**src/rtl/ram_seq_pkg.sv**
```systemverilog
// Shared types and helpers for the RAM access sequencer.
package ram_seq_pkg;

    typedef enum logic [2:0] {
        IDLE   = 3'd0,
        ADDR   = 3'd1,
        DATA   = 3'd2,
        ACCESS = 3'd3,
        READ   = 3'd4,
        DONE   = 3'd5
    } seq_state_t;

    // The address field is whatever is left of a sysbus word after the opcode.
    function automatic int addr_w(input int word_w, input int op_w);
        return word_w - op_w;
    endfunction

endpackage

```
**src/rtl/rr_arbiter2.sv**
```systemverilog
// Two-way round-robin arbiter: a lone requester wins outright, a tie goes
// to whichever requester was not granted last time.
module rr_arbiter2 (
    input  logic [1:0] req,
    input  logic       last_grant,
    output logic       grant,
    output logic       valid
);

    // Pick the winner purely from the current request pattern and history bit.
    always_comb begin
        valid = |req;
        grant = 1'b0;
        case (req)
            2'b01:   grant = 1'b0;
            2'b10:   grant = 1'b1;
            2'b11:   grant = ~last_grant;
            default: grant = 1'b0;
        endcase
    end

endmodule

```
**src/rtl/ram_access_sequencer.sv**
```systemverilog
// Sequences the RAM's multi-cycle sysbus protocol for two requesters.
// Every transaction starts from IDLE, is fully latched at grant time and ends
// with a single-cycle done pulse on the granted requester's bit.
module ram_access_sequencer
    import ram_seq_pkg::*;
#(
    parameter  int WORD_W = 8,
    parameter  int OP_W   = 3,
    localparam int AW     = addr_w(WORD_W, OP_W)
) (
    input  logic              clock,
    input  logic              n_reset,
    input  logic [1:0]        req,
    input  logic [1:0]        we,
    input  logic [AW-1:0]     addr0,
    input  logic [AW-1:0]     addr1,
    input  logic [WORD_W-1:0] wdata0,
    input  logic [WORD_W-1:0] wdata1,
    output logic [1:0]        done,
    output logic [WORD_W-1:0] rdata,
    output logic              busy,
    output logic              load_MAR,
    output logic              load_MDR,
    output logic              CS,
    output logic              R_NW,
    output logic              MDR_bus,
    output logic [WORD_W-1:0] bus_out,
    output logic              bus_oe,
    input  logic [WORD_W-1:0] bus_in
);

    seq_state_t        state;
    seq_state_t        state_next;
    logic              arb_grant;
    logic              arb_valid;
    logic              take_grant;
    logic              grant_q;
    logic              last_grant;
    logic [AW-1:0]     cur_addr;
    logic              cur_we;
    logic [WORD_W-1:0] cur_wdata;

    rr_arbiter2 u_arb (
        .req        (req),
        .last_grant (last_grant),
        .grant      (arb_grant),
        .valid      (arb_valid)
    );

    // Requests are only honoured while idle; everything else waits.
    assign take_grant = (state == IDLE) && arb_valid;

    // Control state: sequencer state, grant history and the read result.
    always_ff @(posedge clock or negedge n_reset) begin
        if (!n_reset) begin
            state      <= IDLE;
            last_grant <= 1'b1;
            grant_q    <= 1'b0;
            rdata      <= '0;
        end else begin
            state <= state_next;
            if (take_grant) begin
                last_grant <= arb_grant;
                grant_q    <= arb_grant;
            end
            if (state == READ) begin
                rdata <= bus_in;
            end
        end
    end

    // Transaction operands are captured at grant so requesters may move on.
    always_ff @(posedge clock) begin
        if (take_grant) begin
            cur_addr  <= arb_grant ? addr1  : addr0;
            cur_we    <= we[arb_grant];
            cur_wdata <= arb_grant ? wdata1 : wdata0;
        end
    end

    // Next-state logic and Moore decode of the RAM control strobes.
    always_comb begin
        state_next = state;
        done       = 2'b00;
        busy       = 1'b1;
        load_MAR   = 1'b0;
        load_MDR   = 1'b0;
        CS         = 1'b0;
        R_NW       = 1'b0;
        MDR_bus    = 1'b0;
        bus_out    = '0;
        bus_oe     = 1'b0;
        case (state)
            IDLE: begin
                busy = 1'b0;
                if (arb_valid) begin
                    state_next = ADDR;
                end
            end
            ADDR: begin
                bus_oe     = 1'b1;
                bus_out    = {{OP_W{1'b0}}, cur_addr};
                load_MAR   = 1'b1;
                state_next = cur_we ? DATA : ACCESS;
            end
            DATA: begin
                bus_oe     = 1'b1;
                bus_out    = cur_wdata;
                load_MDR   = 1'b1;
                state_next = ACCESS;
            end
            ACCESS: begin
                // The memory array is only written here, so a reset in any
                // earlier state leaves the RAM contents untouched.
                CS         = 1'b1;
                R_NW       = ~cur_we;
                state_next = cur_we ? DONE : READ;
            end
            READ: begin
                MDR_bus    = 1'b1;
                state_next = DONE;
            end
            DONE: begin
                done[grant_q] = 1'b1;
                state_next    = IDLE;
            end
            default: begin
                busy       = 1'b0;
                state_next = IDLE;
            end
        endcase
    end

endmodule

```
**config.mk**
```make
export PLATFORM = sky130hd
export DESIGN_NAME = ram_access_sequencer
export DESIGN_NICKNAME = d
export VERILOG_FILES = /design/src/rtl/ram_seq_pkg.sv /design/src/rtl/rr_arbiter2.sv /design/src/rtl/ram_access_sequencer.sv
export SDC_FILE = /design/constraint.sdc
export NUM_CORES = 1
export LEC_CHECK = 0
export CAP_MARGIN = 40
export CORE_MARGIN = 2
export CORE_UTILIZATION = 43
export CTS_CLUSTER_DIAMETER = 30
export DETAILED_ROUTE_END_ITERATION = 6
export PLACE_DENSITY = 0.83
export RECOVER_POWER = 100
export SETUP_SLACK_MARGIN = 0.1
export SYNTH_ARGS = -nofsm -noshare
export SYNTH_HDL_FRONTEND = slang
export SYNTH_SLANG_ARGS = --single-unit
```
**constraint.sdc**
```tcl
create_clock -name clock -period 4.6 [get_ports clock]
set_clock_uncertainty 0.1 [all_clocks]
set_input_delay 0.92 -clock clock [delete_from_list [all_inputs] [get_ports clock]]
set_output_delay 0.92 -clock clock [all_outputs]
set_load 0.02 [all_outputs]
```
==> results.json <==
{
  "synth_warnings": 0,
  "rsz0062_at_grt": "false",
  "timing.reg2reg.setup_slack_ns": 1.83,
  "final_cells": 184,
  "wl_um": 2760,
  "htreeDepth": 1,
  "grt_pass1_wl_um": 4380,
  "first_pass_iters": 4,
  "slowest_stage": "nor3b_1",
  "antenna_found_initial": 0,
  "cts_setup_buffers": 0,
  "violations": "max-capacitance violations, max-slew violations",
  "worstMarginPinSlew_ns": 2.11,
  "dp.cells": 180,
  "final_cell_mix": "clkdlybuf4s50_1 (40), dlygate4sd3_1 (24), mux2_1 (17)",
  "crit_fanout": 11,
  "rows": 20,
  "synth_cells": 89,
  "crit_path_start": "state[1]",
  "ant_nets": 0,
  "max_stage_delay_ns": 0.99,
  "setup_violations": 0,
  "dr_total_vias": 958,
  "reg2reg_from": "last_grant",
  "ys_ff_latch": 27,
  "static-leakage-power_nw": 0.771,
  "crit_required_ns": 3.58,
  "cts_root_buffer": "clkbuf_4",
  "period_share": 0.825,
  "place_congestion": 0.821,
  "area_growth_pct": 46.8,
  "drc": 0,
  "routedWlPerCell_um": 15.0,
  "cp.arrival_ns": 2.77,
  "core_area_um2": 2980,
  "setup.worst_path.end": "bus_out[1]",
  "maxSlewViolCount": 16,
  "gr-usage-all-layers": 0.165,
  "nNetsFinal": 192,
  "synth_area_per_cell_um2": 14.7,
  "dieArea_um2": 3510,
  "via_per_inst": 5.21,
  "cts_tree": "done",
  "clock_sinks": 27,
  "gr-total-overflow": 0,
  "n_antenna_cell": 0,
  "chipHeight_um": 59.3,
  "critPathLaunchType": "register",
  "drive_above_1_share": 0.0596,
  "vdd_drop_max_mv": 0.325,
  "grt_max_degree": 16,
  "synth_top_area_share": 0.320,
  "ctsResizeCount": 0,
  "dp_hpwl_um": 2110,
  "drv_cap": 1,
  "total_power_mw": 1.04,
  "yosys-top-cells-area": "edfxtp_1 (32%), dfrtp_1 (23%), mux2_1 (15%)",
  "postCtsHoldBufs": 0,
  "cts_buffers": 3,
  "synth-seq-area-share": 0.569,
  "setup-tns-final_ns": 0,
  "crit_type": "reg2out",
  "fp.dieW_um": 59.3,
  "synth_cell_types": 27,
  "reg2reg_to": "cur_we",
  "max_freq_mhz": 264,
  "outcome": "finished, violations left",
  "clk_pin_slew_ns": 0.13,
  "insertion_delay_ns": 0.31,
  "rr_worst_depth": 2,
  "final.setup.worst_slack_ns": 0.805,
  "dp_slack_ns": 1.56,
  "min_path_type": "reg2reg",
  "syn-cell-area_um2": 1310,
  "cp-end-kind": "primary output",
  "p_per_area_nw_per_um2": 538,
  "worstPathCellList": "nor3b_1 -> a22o_1 -> dlygate4sd3_1",
  "placed_area_um2": 1940,
  "slew_headroom": -0.416,
  "layout_commonest_cell": "clkdlybuf4s50_1",
  "synth_nets": 129,
  "synth_top_cell_by_area": "edfxtp_1",
  "final_area_um2": 1930,
  "port_buffers": 64,
  "ios": 65,
  "hold_viol": 0,
  "min_period_ns": 3.79,
  "clockBufferDepth": 2,
  "grt_pass1_vias": 973,
  "drt_iter0_drc": 19,
  "start_util": 0.441
}
## worst max-delay path, delay by kind of cell (launching register included)
family,cells,cell delay (ns)
AND/OR/NAND/NOR,1,0.99
buffers and inverters,1,0.68
flip-flops,1,0.53
AO/OA/AOI/OAI,1,0.26
## cells in the mapped netlist
library cell and instances:
a21boi_4 1, a21oi_1 3, a22o_1 6, a31oi_1 1, and2_1 3, and4b_1 1, buf_2 1, buf_4 3
buf_6 2, dfrtp_1 12, dfstp_2 1, edfxtp_1 14, inv_1 1, mux2_1 17, mux2_2 5, nand2_1 3
nand2b_1 1, nand3b_1 2, nor2_1 2, nor3_4 1, nor3b_2 2, nor3b_4 1, nor4bb_1 1, o21a_1 1
o21ai_0 1, or2_1 2, or4_1 1
## logic make-up (layout without fill, tap and decap cells)
family,Yosys count,count (layout),share of synthesized area
AOI/OAI and AO/OA,13,13,0.0801
buffers and inverters,7,69,0.0410
and+or+nand+nor,20,20,0.121
DFF,27,27,0.569
muxes,22,22,0.189
## sequential cells by signal (all words and copies together), names as in the netlist
name	cells
cur_we	1
cur_addr	5
cur_wdata	8
state	3
rdata	8
last_grant	1
grant_q	1
## worst min-delay path by stage
| stage | startpoint | to | depth (start not counted) |
|---|---|---|---|
| after detailed placement | rdata[1] | rdata[1] | 1 |
| after CTS | rdata[1] | rdata[1] | 1 |
| after global routing | rdata[0] | rdata[0] | 1 |
| final | rdata[1] | rdata[1] | 1 |
| after floorplan | grant_q | grant_q | 1 |
| after global placement | rdata[7] | rdata[7] | 1 |
## metal layers
layer | vias up | GRT usage | share of wire
li1 | 458 | - | -
met1 | 448 | 0.199 | 0.40
met2 | 50 | 0.295 | 0.50
met3 | 2 | 0.0371 | 0.092
met4 | 0 | 0.0390 | 0.0040
met5 | - | 0 | 0
## area by class of cell
cell class / count / area, um^2
clock buffers: 4 / 26.3
fillers: 254 / 1050
inverters: 1 / 3.75
multi-input cells: 55 / 468
flip-flops and latches: 27 / 747
well taps: 33 / 41.3
repair buffers: 64 / 641
## where the power goes
part / total (mW) / internal [mW] / switching (mW)
combinational: 0.521 / 0.253 / 0.268
clock: 0.0992 / 0.0338 / 0.0654
sequential: 0.416 / 0.357 / 0.0592
## per-stage QoR
step,hold WS (ns),utilization
after floorplan,0.381,-
after global placement,0.368,0.653
after detailed placement,0.375,0.653
after CTS,0.406,0.662
after global routing,0.422,0.647
final,0.394,0.647
No activity file was read; power rests on OpenSTA's default activity.
